## src/rtl/mc_ctrl_fsm_pkg.sv

```systemverilog
// Shared definitions for the multicycle control unit: state codes, opcode and
// func constants, ALU op codes, datapath mux encodings and decoded-flag struct.
package mc_ctrl_fsm_pkg;

   typedef enum logic [2:0] {
      SIF  = 3'd0,
      SID  = 3'd1,
      SEXE = 3'd2,
      SMEM = 3'd3,
      SWB  = 3'd4
   } state_e;

   // Primary opcodes (IR[31:26])
   localparam logic [5:0] OP_RTYPE = 6'h00;
   localparam logic [5:0] OP_J     = 6'h02;
   localparam logic [5:0] OP_JAL   = 6'h03;
   localparam logic [5:0] OP_BEQ   = 6'h04;
   localparam logic [5:0] OP_BNE   = 6'h05;
   localparam logic [5:0] OP_ADDI  = 6'h08;
   localparam logic [5:0] OP_ANDI  = 6'h0c;
   localparam logic [5:0] OP_ORI   = 6'h0d;
   localparam logic [5:0] OP_XORI  = 6'h0e;
   localparam logic [5:0] OP_LUI   = 6'h0f;
   localparam logic [5:0] OP_LW    = 6'h23;
   localparam logic [5:0] OP_SW    = 6'h2b;

   // R-type function codes (IR[5:0])
   localparam logic [5:0] F_SLL = 6'h00;
   localparam logic [5:0] F_SRL = 6'h02;
   localparam logic [5:0] F_SRA = 6'h03;
   localparam logic [5:0] F_JR  = 6'h08;
   localparam logic [5:0] F_ADD = 6'h20;
   localparam logic [5:0] F_SUB = 6'h22;
   localparam logic [5:0] F_AND = 6'h24;
   localparam logic [5:0] F_OR  = 6'h25;
   localparam logic [5:0] F_XOR = 6'h26;

   // ALU op codes; don't-care MSBs are tied to 0
   localparam logic [3:0] ALUC_ADD = 4'b0000;
   localparam logic [3:0] ALUC_SUB = 4'b0100;
   localparam logic [3:0] ALUC_AND = 4'b0001;
   localparam logic [3:0] ALUC_OR  = 4'b0101;
   localparam logic [3:0] ALUC_XOR = 4'b0010;
   localparam logic [3:0] ALUC_LUI = 4'b0110;
   localparam logic [3:0] ALUC_SLL = 4'b0011;
   localparam logic [3:0] ALUC_SRL = 4'b0111;
   localparam logic [3:0] ALUC_SRA = 4'b1111;

   // ALU B operand select
   localparam logic [1:0] SRCB_REG  = 2'b00;
   localparam logic [1:0] SRCB_FOUR = 2'b01;
   localparam logic [1:0] SRCB_IMM  = 2'b10;
   localparam logic [1:0] SRCB_BR   = 2'b11;

   // PC source select
   localparam logic [1:0] PCS_ALU = 2'b00;
   localparam logic [1:0] PCS_BR  = 2'b01;
   localparam logic [1:0] PCS_JR  = 2'b10;
   localparam logic [1:0] PCS_JMP = 2'b11;

   // One-hot instruction flags; rtype/illegal are summary bits (last two)
   typedef struct packed {
      logic i_add, i_sub, i_and, i_or, i_xor, i_sll, i_srl, i_sra, i_jr;
      logic i_addi, i_andi, i_ori, i_xori, i_lui, i_lw, i_sw, i_beq, i_bne;
      logic i_j, i_jal;
      logic rtype;
      logic illegal;
   } insn_t;

endpackage

```

## src/rtl/mc_ctrl_fsm_decode.sv

```systemverilog
// Combinational op/func decode into one-hot instruction flags.
module mc_ctrl_fsm_decode
   import mc_ctrl_fsm_pkg::*;
(
   input  logic [5:0] op_i,
   input  logic [5:0] func_i,
   output insn_t      ins_o
);

   logic is_r;
   assign is_r = (op_i == OP_RTYPE);

   // Flag decode; anything that matches no instruction is illegal
   always_comb begin
      ins_o        = '0;
      ins_o.i_add  = is_r && (func_i == F_ADD);
      ins_o.i_sub  = is_r && (func_i == F_SUB);
      ins_o.i_and  = is_r && (func_i == F_AND);
      ins_o.i_or   = is_r && (func_i == F_OR);
      ins_o.i_xor  = is_r && (func_i == F_XOR);
      ins_o.i_sll  = is_r && (func_i == F_SLL);
      ins_o.i_srl  = is_r && (func_i == F_SRL);
      ins_o.i_sra  = is_r && (func_i == F_SRA);
      ins_o.i_jr   = is_r && (func_i == F_JR);
      ins_o.i_addi = (op_i == OP_ADDI);
      ins_o.i_andi = (op_i == OP_ANDI);
      ins_o.i_ori  = (op_i == OP_ORI);
      ins_o.i_xori = (op_i == OP_XORI);
      ins_o.i_lui  = (op_i == OP_LUI);
      ins_o.i_lw   = (op_i == OP_LW);
      ins_o.i_sw   = (op_i == OP_SW);
      ins_o.i_beq  = (op_i == OP_BEQ);
      ins_o.i_bne  = (op_i == OP_BNE);
      ins_o.i_j    = (op_i == OP_J);
      ins_o.i_jal  = (op_i == OP_JAL);
      ins_o.rtype  = ins_o.i_add | ins_o.i_sub | ins_o.i_and | ins_o.i_or | ins_o.i_xor |
                     ins_o.i_sll | ins_o.i_srl | ins_o.i_sra | ins_o.i_jr;
      ins_o.illegal = (ins_o[$bits(insn_t)-1:2] == '0);
   end

endmodule

```

## src/rtl/mc_ctrl_fsm.sv

```systemverilog
// Multicycle MIPS-subset control unit: sequences IF/ID/EXE/MEM/WB over the
// shared datapath and drives all write enables and mux selects.
module mc_ctrl_fsm
   import mc_ctrl_fsm_pkg::*;
#(
   parameter logic MEM_WAIT = 1'b1
) (
   input  logic       clk,
   input  logic       clrn,
   input  logic [5:0] op,
   input  logic [5:0] func,
   input  logic       z,
   input  logic       mready,
   output logic       wpc,
   output logic       wir,
   output logic       wmem,
   output logic       wreg,
   output logic       iord,
   output logic       regrt,
   output logic       m2reg,
   output logic       jal,
   output logic       sext,
   output logic       shift,
   output logic       alusrca,
   output logic [1:0] alusrcb,
   output logic [3:0] aluc,
   output logic [1:0] pcsource,
   output logic       illegal,
   output logic [2:0] state
);

   state_e state_q, state_d;
   insn_t  ins;
   logic   rdy;
   logic   wpc_c, wir_c, wmem_c, wreg_c, illegal_c;

   assign rdy = mready | ~MEM_WAIT;

   mc_ctrl_fsm_decode u_dec (
      .op_i   (op),
      .func_i (func),
      .ins_o  (ins)
   );

   // State register; reset abandons any in-flight instruction
   always_ff @(posedge clk or negedge clrn) begin
      if (!clrn) state_q <= SIF;
      else       state_q <= state_d;
   end

   // Next-state and output decode
   always_comb begin
      state_d   = SIF;
      wpc_c     = 1'b0;
      wir_c     = 1'b0;
      wmem_c    = 1'b0;
      wreg_c    = 1'b0;
      illegal_c = 1'b0;
      iord      = 1'b0;
      regrt     = 1'b0;
      m2reg     = 1'b0;
      jal       = 1'b0;
      sext      = 1'b0;
      shift     = 1'b0;
      alusrca   = 1'b0;
      alusrcb   = SRCB_REG;
      aluc      = ALUC_ADD;
      pcsource  = PCS_ALU;
      case (state_q)
         SIF: begin
            alusrcb = SRCB_FOUR;
            wir_c   = rdy;
            wpc_c   = rdy;
            state_d = rdy ? SID : SIF;
         end
         SID: begin
            // branch target computed here regardless of instruction
            alusrcb = SRCB_BR;
            state_d = SEXE;
            if (ins.i_j) begin
               wpc_c    = 1'b1;
               pcsource = PCS_JMP;
               state_d  = SIF;
            end else if (ins.i_jal) begin
               wpc_c    = 1'b1;
               pcsource = PCS_JMP;
               wreg_c   = 1'b1;
               jal      = 1'b1;
               state_d  = SIF;
            end else if (ins.i_jr) begin
               wpc_c    = 1'b1;
               pcsource = PCS_JR;
               state_d  = SIF;
            end else if (ins.illegal) begin
               illegal_c = 1'b1;
               state_d   = SIF;
            end
         end
         SEXE: begin
            alusrca = 1'b1;
            alusrcb = ins.rtype ? SRCB_REG : SRCB_IMM;
            shift   = ins.i_sll | ins.i_srl | ins.i_sra;
            sext    = ins.i_addi | ins.i_lw | ins.i_sw | ins.i_beq | ins.i_bne;
            if (ins.i_sub | ins.i_beq | ins.i_bne)  aluc = ALUC_SUB;
            else if (ins.i_and | ins.i_andi)        aluc = ALUC_AND;
            else if (ins.i_or | ins.i_ori)          aluc = ALUC_OR;
            else if (ins.i_xor | ins.i_xori)        aluc = ALUC_XOR;
            else if (ins.i_lui)                     aluc = ALUC_LUI;
            else if (ins.i_sll)                     aluc = ALUC_SLL;
            else if (ins.i_srl)                     aluc = ALUC_SRL;
            else if (ins.i_sra)                     aluc = ALUC_SRA;
            else                                    aluc = ALUC_ADD;
            if (ins.i_beq | ins.i_bne) begin
               pcsource = PCS_BR;
               wpc_c    = (ins.i_beq & z) | (ins.i_bne & ~z);
               state_d  = SIF;
            end else if (ins.i_lw | ins.i_sw) begin
               state_d  = SMEM;
            end else begin
               state_d  = SWB;
            end
         end
         SMEM: begin
            iord = 1'b1;
            if (ins.i_sw) begin
               wmem_c  = rdy;
               state_d = rdy ? SIF : SMEM;
            end else begin
               state_d = rdy ? SWB : SMEM;
            end
         end
         SWB: begin
            wreg_c  = 1'b1;
            regrt   = ~ins.rtype;
            m2reg   = ins.i_lw;
            state_d = SIF;
         end
         default: state_d = SIF;
      endcase
   end

   assign wpc     = wpc_c & clrn;
   assign wir     = wir_c & clrn;
   assign wmem    = wmem_c & clrn;
   assign wreg    = wreg_c & clrn;
   assign illegal = illegal_c & clrn;
   assign state   = state_q;

endmodule

```

## config.mk

```make
export PLATFORM = sky130hd
export DESIGN_NAME = mc_ctrl_fsm
export DESIGN_NICKNAME = d
export VERILOG_FILES = /design/src/rtl/mc_ctrl_fsm_pkg.sv /design/src/rtl/mc_ctrl_fsm_decode.sv /design/src/rtl/mc_ctrl_fsm.sv
export SDC_FILE = /design/constraint.sdc
export NUM_CORES = 1
export LEC_CHECK = 0
export ABC_AREA = 1
export BUFFER_PORTS_ARGS = -buffer_cell sky130_fd_sc_hd__buf_4
export CORE_ASPECT_RATIO = 0.75
export CORE_MARGIN = 1
export CORE_UTILIZATION = 50
export DETAILED_ROUTE_END_ITERATION = 7
export PLACE_DENSITY = 0.84
export RECOVER_POWER = 25
export SETUP_SLACK_MARGIN = 0.05
export SYNTH_ARGS = -nofsm -noshare
export SYNTH_HDL_FRONTEND = slang
export SYNTH_HIERARCHICAL = 1
export SYNTH_SLANG_ARGS = --single-unit
```

## constraint.sdc

```tcl
create_clock -name clk -period 2.9 [get_ports clk]
set_input_delay 0.58 -clock clk [delete_from_list [all_inputs] [get_ports clk]]
set_output_delay 0.58 -clock clk [all_outputs]
set_load 0.02 [all_outputs]
```

==> results of run 1 <==
[critical path, stage by stage]
cell and delay [ns]:
buf_4 0.11, nor2_1 0.21, nand2_2 0.11, nor3_1 0.29
nor2_1 0.14, nand2_1 0.15, inv_1 0.05, a21oi_1 0.13
buf_4 0.15
[per-stage QoR]
| step | hold WS (ns) | total power, mW | setup slack [ns] |
|---|---|---|---|
| after global placement | 0.389 | 0.183 | 0.423 |
| after global routing | 0.232 | 0.271 | 0.197 |
| after CTS | 0.142 | 0.261 | 0.390 |
| after detailed placement | 0.391 | 0.186 | 0.396 |
| final | 0.230 | 0.255 | 0.385 |
| after floorplan | 0.284 | 0.125 | 0.593 |
[final timing paths]
| kind | startpoint | endpoint | slack (ns) |
|---|---|---|---|
| max in group asynchronous | clrn | state[0]$_DFF_PN0_ | 2.40 |
| worst min-delay path | clrn | state[1]$_DFF_PN0_ | 0.23 |
| min in group clk | state[1]$_DFF_PN0_ | state[0]$_DFF_PN0_ | 0.68 |
| worst min register to register | state[1]$_DFF_PN0_ | state[0]$_DFF_PN0_ | 0.68 |
| worst max-delay path | op[5] | aluc[2] | 0.38 |
| worst max register to register | state[1]$_DFF_PN0_ | state[1]$_DFF_PN0_ | 1.60 |
[power breakdown]
group | internal (mW) | switching [mW] | total [mW] | leakage [nW]
logic | 0.0459 | 0.0821 | 0.128 | 0.705
clock network | 0.0515 | 0.0218 | 0.0733 | 0.0150
registers | 0.0462 | 0.00728 | 0.0535 | 0.0401
total | 0.144 | 0.111 | 0.255 | 0.760
[layout make-up]
| cell class | count | area (µm²) | area share, % |
|---|---|---|---|
| multi-input combinational | 135 | 618 | 52.3 |
| timing repair buffer | 38 | 267 | 22.6 |
| inverter | 45 | 169 | 14.3 |
| sequential | 3 | 75.1 | 6.36 |
| clock buffer | 4 | 26.3 | 2.22 |
| tap | 21 | 26.3 | 2.22 |
[layer usage]
layer	part of all wire [%]	wire length, µm
met5	0	0
met4	0.34	9
met3	8.6	226
met2	47	1240
met1	44	1140
[cell usage in the layout, fill, tap and decap left out, drive strengths merged]
cell,count
nor2,50
nand2,48
inv,45
buf,33
nand3,13
clkbuf,9
o21ai,7
nor3,6
a21oi,4
dfrtp,3
nand4,2
and2,1
a21boi,1
a22oi,1
o32ai,1
nand3b,1
==> impl_results.md, run 1 <==
* Outcome: complete, no violations
* IR drop worst, VDD at 0.000308 V
* Post-route cell area at 1180 µm²
* Cell Area, Synth at 862 µm²
* DRT Pass-1 Iters at 4
* Max Slew Vio Count at 0
* Global-route usage over all layers at 29.0%
* Final hold violations at 0
* Data arrival time of the worst path at 1.94 ns
* Max clock buf depth at 2
* Area of the core at 1550 µm²
* Met1 Usage GRT at ~38%
* Fin cells at 246
* # resized after CTS at 0
* First-pass GRT wire length at 4110 µm
* Antenna violations before repair at 0
* M2 GR Usage at 53.7%
* Initial Utilization at 55.7%
* Die height at ~38 µm
* Setup TNS at 0 ns
* CTS root buf: clkbuf_4
* Num CTS Buffers at 3
* H-tree depth at 1
* Crit Path Category: primary input to primary output
* Worst-skew pair later-pin latency at approximately 0.23 ns
* Syn_nets at slightly below 200
* Critical-path maximum fanout at 3
* Total grt overflow at 0
* Layout Nets at 242
* Chip width at 49.9 µm
* Routed Antenna Nets at 0
* Routability congestion estimate at approximately 0.90
* CP startpoint kind: primary input
* RSZ-0062 raised after global routing: false
* Final critical-path required period at roughly 2.5 ns
* PortBufs at 38
* Worst Hold Class: primary input to asynchronous set/reset pin
* TritonCTS clock tree: done
* Drt total wl at 2620 µm
* Fmax at 398 MHz
* Ports at 39
* Worst-path clk slew at ~0.040 ns
* # DRC at 0
* Rows at 12
* 1st-iter DRT viols at 67
* Vias in the first global route at 1,004
* Post-CTS setup buffers at 0
* Mean Syn Cell Area at 4.71 µm²
* Worst setup EP type: primary output
* Share of cells above drive strength 1 at 21.3%
* Util after Layout at 76.4%
* P_leak at 0.760 nW
* DP Cell Count at between 200 and 250
* DR WL/cell at 10.6 µm
* Number of vias in the routed layout at between 1,000 and 1,500
* Hold_buf cts at 0
* Ys Warns at 6
* Pin count of the biggest net entering global routing at 8
* Max-Cap Viols at 0
* Slew at the pin closest to its max-slew limit at 0.368 ns
* Final setup violation count at 0
* P per Cell Area at 216 nW/µm²
* Clock Skew at 0.00265 ns
* Cell count of the worst reg-to-reg path at 6
* Cell count after synthesis at 183
* Placed cell area at 1170 µm²
* Met3 Use GR at 3.97%
* Clk sinks at 3
* Req. time, crit path at 2.32 ns
* Diodes inserted at 0
* Largest register FFs at 3
* Area Growth Syn to Fin at 37.0%
* Hpwl dp at 2310 µm
* Busiest grt layer: met2
* Die area at 1900 µm²
* Max-slew headroom at ~75%
* Vias/cell at about 5.1
* Number of fill cells at roughly 140
* Final Cycle Share at 86.7%
(Power assumes the default switching activity.)
==> inputs of run 2 (changes only) <==
--- a/config.mk
+++ b/config.mk
@@ -6,12 +6,13 @@
 export NUM_CORES = 1
 export LEC_CHECK = 0
 export ABC_AREA = 1
-export BUFFER_PORTS_ARGS = -buffer_cell sky130_fd_sc_hd__buf_4
-export CORE_ASPECT_RATIO = 0.75
+export ABC_CLOCK_PERIOD_IN_PS = 2900
 export CORE_MARGIN = 1
-export CORE_UTILIZATION = 50
+export CORE_UTILIZATION = 60
 export DETAILED_ROUTE_END_ITERATION = 7
-export PLACE_DENSITY = 0.84
+export DONT_BUFFER_PORTS = 1
+export HOLD_SLACK_MARGIN = 0.02
+export PLACE_DENSITY = 0.76
 export RECOVER_POWER = 25
 export SETUP_SLACK_MARGIN = 0.05
 export SYNTH_ARGS = -nofsm -noshare
==> run 2 against run 1 <==
Global-route usage is 2.8 points lower. Core utilization is 6.0 points lower. Fmax is 0.69% higher. Combinational power is 33% lower. Sequential share of layout area is 1.7 points higher. Power is 14% lower. Critical path type unchanged. Largest cell class unchanged. Largest power group unchanged. Highest routed layer is now met3.
==> impl_results.md, run 2 (synthesis gave the netlist of run 1 again) <==
* Worst Hold Class: primary input to asynchronous set/reset pin
* Final Cycle Share at 86.1% (-0.59 points)
* Global-route usage over all layers at 26.2% (-2.8 points)
* Final hold violations at 0 (unchanged)
* Layout Nets at 207 (-14%)
* IR drop worst, VDD at 0.000240 V (-22%)
* Routability congestion estimate at 0.840 (-6.7%)
* Req. time, crit path at 2.32 ns (about the same)
* Chip width at 39.9 µm (-20%)
* Initial Utilization at 65.4% (+9.7 points)
* Post-route setup slack at 0.402 ns (+0.0172 ns)
* Number of vias in the routed layout at 1,036 (-17%)
* Max Slew Vio Count at 0 (unchanged)
* Hold_buf cts at 0 (unchanged)
* Area of the core at 1320 µm² (-15%)
* Data arrival time of the worst path at 1.92 ns (-0.02 ns)
* Diodes inserted at 0 (unchanged)
* Drt total wl at 2040 µm (-22%)
* First-pass GRT wire length at 2910 µm (-29%)
* Hold WS at 0.0426 ns (-0.188 ns)
* Post-CTS setup buffers at 0 (unchanged)
* Critical-path maximum fanout at 7 (+4)
* Area Growth Syn to Fin at 7.55%
* Worst-path clk slew at 0.04 ns (about the same)
* Worst-skew pair later-pin latency at 0.23 ns (about the same)
* # DRC at 0 (unchanged)
* Pin count of the biggest net entering global routing at 8 (unchanged)
* CP startpoint kind: primary input
* Largest register FFs at 3 (unchanged)
* Vias in the first global route at 824 (-18%)
* Final setup violation count at 0 (unchanged)
* RSZ-0062 raised after global routing: false
* Clk sinks at 3 (unchanged)
* DR WL/cell at 9.95 µm (-6.5%)
* Crit Path Category: primary input to primary output
* PortBufs at 0 (-100%)
* Most frequent cells in the layout: nand2_1, nor2_1, inv_1
* Fin cells at 205 (-17%)
* Clock Skew at 0.000695 ns (-0.00196 ns)
* TritonCTS clock tree: done
* H-tree depth at 1 (unchanged)
* Outcome: complete, no violations
* Num CTS Buffers at 3 (unchanged)
* Routed Antenna Nets at 0 (unchanged)
* Worst setup EP type: primary output
* Worst slack at placement at 0.424 ns (+0.0282 ns)
* Slew at the pin closest to its max-slew limit at 0.474 ns (+0.105 ns)
* Fmax at 400 MHz (+0.69%)
* Max-slew headroom at 68.5% (-6.9 points)
* Max clock buf depth at 2 (unchanged)
* Setup TNS at 0 ns (unchanged)
* DRT Pass-1 Iters at 4 (unchanged)
* # resized after CTS at 0 (unchanged)
* Vias/cell at 5.05 (-0.62%)
* Commonest non-fill, non-tap cell in the layout: nand2_1
* Ports at 39 (unchanged)
* Final critical-path required period at 2.50 ns (-0.0172 ns)
* Design Power at 0.218 mW (-14%)
* Hpwl dp at 1730 µm (-25%)
* Antenna violations before repair at 0 (unchanged)
* P per Cell Area at 235 nW/µm² (+9.1%)
* Die height at 39.9 µm (+5.1%)
* Share of cells above drive strength 1 at 8.95% (-12 points)
* Die area at 1590 µm² (-16%)
* Rows at 13 (+1)
* P_leak at 0.599 nW (-21%)
* Max-Cap Viols at 0 (unchanged)
* Total grt overflow at 0 (unchanged)
* CTS root buf: clkbuf_4
* 1st-iter DRT viols at 23 (-66%)
* DP Cell Count at 201 (-17%)
==> run 2: cell count changes in the layout (fill, tap and decap cells not counted), sizes merged <==
cell | before | now
clkbuf | 9 | 4
buf | 33 | 3
==> run 2: worst max-delay path, stage by stage <==
cell and delay, ns:
nor2_1 0.18, nand2_1 0.15, nor2_4 0.18, nand2_1 0.09, inv_1 0.09, o21ai_0 0.08, nand2_1 0.07, nand2_1 0.04
nand2_1 0.05, nand2_1 0.04, a21oi_1 0.37
==> run 2: final timing paths <==
path | start | end | depth (start not counted) | slack, ns
min in group clk | mready | state[2]$_DFF_PN0_ | 2 | 0.55
max | op[5] | aluc[2] | 11 | 0.40
max reg2reg | state[1]$_DFF_PN0_ | state[1]$_DFF_PN0_ | 6 | 1.45
max in group asynchronous | clrn | state[0]$_DFF_PN0_ | 0 | 2.79
min reg2reg | state[0]$_DFF_PN0_ | state[2]$_DFF_PN0_ | 2 | 0.82
min | clrn | state[1]$_DFF_PN0_ | 0 | 0.04
==> run 2: area by class of cell <==
cell class              count  area [µm²]
well taps                  15        18.8
flip-flops and latches      3        75.1
multi-input cells         135         616
inverters                  45         169
fillers                   142         390
repair buffers              3        22.5
clock buffers               4        26.3
==> run 2: metal layers <==
metal  vias to the layer above  track usage [%]  share of wire, %
li1                        563                -                 -
met1                       436             31.2                47
met2                        37             48.8                47
met3                         0             2.27               5.9
met4                         0             6.90                 0
met5                         -                0                 0
==> run 2: per-stage QoR <==
stage / cell area [µm²] / utilization [%]
floorplan: 862 / -
global placement: 903 / 68.6
detailed placement: 903 / 68.6
CTS: 930 / 70.6
global route: 927 / 70.4
finish: 927 / 70.4
==> run 2: report_power, final <==
group	internal, mW	total, mW	switching, mW
clock	0.0516	0.0744	0.0228
combinational	0.0256	0.0856	0.0600
sequential	0.0461	0.0582	0.0121
total	0.123	0.218	0.0949
==> inputs of run 3 (changes only) <==
--- a/config.mk
+++ b/config.mk
@@ -6,12 +6,13 @@
 export NUM_CORES = 1
 export LEC_CHECK = 0
 export ABC_AREA = 1
-export ABC_CLOCK_PERIOD_IN_PS = 2900
+export ABC_CLOCK_PERIOD_IN_PS = 2400
 export CORE_MARGIN = 1
 export CORE_UTILIZATION = 60
 export DETAILED_ROUTE_END_ITERATION = 7
 export DONT_BUFFER_PORTS = 1
 export HOLD_SLACK_MARGIN = 0.02
+export MAX_ROUTING_LAYER = met4
 export PLACE_DENSITY = 0.76
 export RECOVER_POWER = 25
 export SETUP_SLACK_MARGIN = 0.05
==> constraint.sdc (replaced) <==
create_clock -name clk -period 2.4 [get_ports clk]
set_input_delay 0.48 -clock clk [delete_from_list [all_inputs] [get_ports clk]]
set_output_delay 0.48 -clock clk [all_outputs]
set_load 0.02 [all_outputs]
==> run 3 against run 2 <==
Sequential cell count is the same. Largest cell class unchanged. Critical path type unchanged. Cell area grew 6.2%. Largest power group unchanged. Sequential share of layout area shrank 0.47 points. Final cell count grew 2.9%. Via count grew 7.2%. Worst setup slack lost 0.16 ns. Non-clock buffer count grew 6. Worst hold slack gained 0.40 ns. Power grew 23%. Combinational power grew 27%.
==> impl_results.md, run 3 (synthesis gave the netlist of run 1 again) <==
* RSZ-0062 raised after global routing: false
* Drt total wl at 2080 µm (+2.2%)
* Slowest CP cell: nor2_1
* P per Cell Area at 272 nW/µm² (+16%)
* First-pass GRT wire length at 2900 µm (-0.24%)
* Final Cycle Share at 90.0%
* Design Power at 0.268 mW (+23%)
* Die height at 39.9 µm (unchanged)
* Area Growth Syn to Fin at 14.2%
* TritonCTS clock tree: done
* Total grt overflow at 0 (unchanged)
* Initial Utilization at 65.4% (unchanged)
* Clk sinks at 3 (unchanged)
* Vias/cell at 5.27 (+4.2%)
* DRT Pass-1 Iters at 4 (unchanged)
* Critical-path maximum fanout at 6 (-1)
* 1st-iter DRT viols at 40 (+74%)
* Worst-skew pair later-pin latency at 0.23 ns (about the same)
* Delay of the slowest cell on the worst path at 0.32 ns (-0.05 ns)
* Cell count of the worst reg-to-reg path at 6 (unchanged)
* Vias in the first global route at 825 (+0.12%)
* Diodes inserted at 0 (unchanged)
* Setup TNS at 0 ns (unchanged)
* DR WL/cell at 9.88 µm (-0.75%)
* Commonest non-fill, non-tap cell in the layout: nand2_1
* IR drop worst, VDD at 0.000310 V (+29%)
* # DRC at 0 (unchanged)
* Number of vias in the routed layout at 1,111 (+7.2%)
* Outcome: complete, no violations
* Buf/Inv on CP at 1 (unchanged)
* Max-slew headroom at 73.4% (+4.9 points)
* Most frequent cells in the layout: nand2_1, inv_1, nor2_1
* Delay-heaviest family, CP: simple AND/OR/NAND/NOR gates
* Final hold violations at 0 (unchanged)
* Hpwl dp at 1780 µm (+2.8%)
* Routability congestion estimate at 0.816 (-3.0%)
* Global-route usage over all layers at 26.6% (+0.42 points)
* Die area at 1590 µm² (unchanged)
* Layout Nets at 213 (+2.9%)
* Crit Path Category: primary input to primary output
* Req. time, crit path at 1.92 ns (-0.40 ns)
* Antenna violations before repair at 0 (unchanged)
* Share of cells above drive strength 1 at 13.3% (+4.3 points)
* Max Slew Vio Count at 0 (unchanged)
* Worst setup EP type: primary output
* CTS root buf: clkbuf_4
* H-tree depth at 1 (unchanged)
* Routed Antenna Nets at 0 (unchanged)
* PortBufs at 0 (unchanged)
* Max clock buf depth at 2 (unchanged)
* Max-Cap Viols at 0 (unchanged)
* Final setup violation count at 0 (unchanged)
* Worst slack at placement at 0.215 ns (-0.209 ns)
* P_leak at 0.630 nW (+5.3%)
* Worst path cell trace: nor2_2 > nand2_2 > nor2_4 > buf_4 > nand2_1 > nand2_1 > nor2_2 > nand2_1 > nor2_1 > nand2_1 > nor2_1
* Chip width at 39.9 µm (unchanged)
* Num CTS Buffers at 3 (unchanged)
* CP startpoint kind: primary input
* Worst-path clk slew at 0.04 ns (about the same)
* Multi-input gate area at 626 µm² (+1.6%)
* Worst Hold Class: primary input to register
* Fmax at 463 MHz
* Number of fill cells at 121 (-15%)
* Pin count of the biggest net entering global routing at 8 (unchanged)
* Register area at 75.1 µm² (unchanged)
* Most used cell, CP: nand2_1
* Ports at 39 (unchanged)
* Final critical-path required period at approximately 2.2 ns
* Post-route setup slack at 0.239 ns (-0.163 ns)
* Levels on crit path at 11 (unchanged)
* Clock Skew at 0.000431 ns (-0.000265 ns)
* Slew at the pin closest to its max-slew limit at 0.397 ns (-0.0765 ns)
* Rows at 13 (unchanged)
* Largest register FFs at 3 (unchanged)
* Data arrival time of the worst path at 1.68 ns (-0.24 ns)
* Min-Delay Path Depth at 2
* Area of the core at 1320 µm² (unchanged)
==> run 3: final cells by class <==
| type | instances | area share, % |
|---|---|---|
| multi-input cells | 135 | 63.5 |
| clock buffers | 4 | 2.67 |
| flip-flops and latches | 3 | 7.62 |
| repair buffers | 9 | 7.12 |
| well taps | 15 | 1.91 |
| inverters | 45 | 17.2 |
==> run 3: through the flow <==
step / util [%] / hold WS (ns) / std cells / cell area [µm²]
finish: 74.7 / 0.447 / 211 / 985
global route: 74.7 / 0.450 / 211 / 985
floorplan: - / 0.184 / 183 / 862
detailed placement: 70.8 / 0.185 / 205 / 933
CTS: 73.6 / 0.439 / 210 / 970
global placement: 70.8 / 0.185 / 205 / 933
==> run 3: power by group <==
| group | internal [mW] | leakage (nW) | switching (mW) |
|---|---|---|---|
| clock | 0.0623 | 0.0150 | 0.0264 |
| combinational | 0.0346 | 0.575 | 0.0740 |
| sequential | 0.0557 | 0.0401 | 0.0149 |
| total | 0.153 | 0.630 | 0.115 |
==> run 3: worst paths after layout <==
| check | to | slack, ns | start |
|---|---|---|---|
| worst max-delay path | illegal | 0.24 | op[1] |
| worst min-delay path | state[2]$_DFF_PN0_ | 0.45 | mready |
| worst max register to register | state[1]$_DFF_PN0_ | 0.96 | state[1]$_DFF_PN0_ |
| worst min register to register | state[2]$_DFF_PN0_ | 0.82 | state[0]$_DFF_PN0_ |
| max in group asynchronous | state[2]$_DFF_PN0_ | 1.77 | clrn |
| min in group asynchronous | state[0]$_DFF_PN0_ | 0.50 | clrn |
==> run 3: worst register-to-register path: stages (launching register included) <==
cell	delay, ns
dfrtp_1	0.45
inv_1	0.17
nor2_1	0.06
nand2_1	0.12
inv_1	0.14
a22oi_1	0.25
o21ai_1	0.11
==> run 3: metal layers <==
layer | share of wire [%] | routed length (µm) | GRT usage (%)
met1 | 46 | 954 | 33.2
met5 | 0 | 0 | -
met4 | 0 | 0 | 6.90
met2 | 48 | 994 | 45.6
met3 | 6.5 | 135 | 1.70
==> run 3: repair_timing <==
action | in CTS | in global routing
setup endpoints to repair | 0 | 1
hold endpoints to repair | 3 | 0
gates resized for setup | 0 | 3
hold buffers | 1 | 0
buffers inserted | 0 | 1
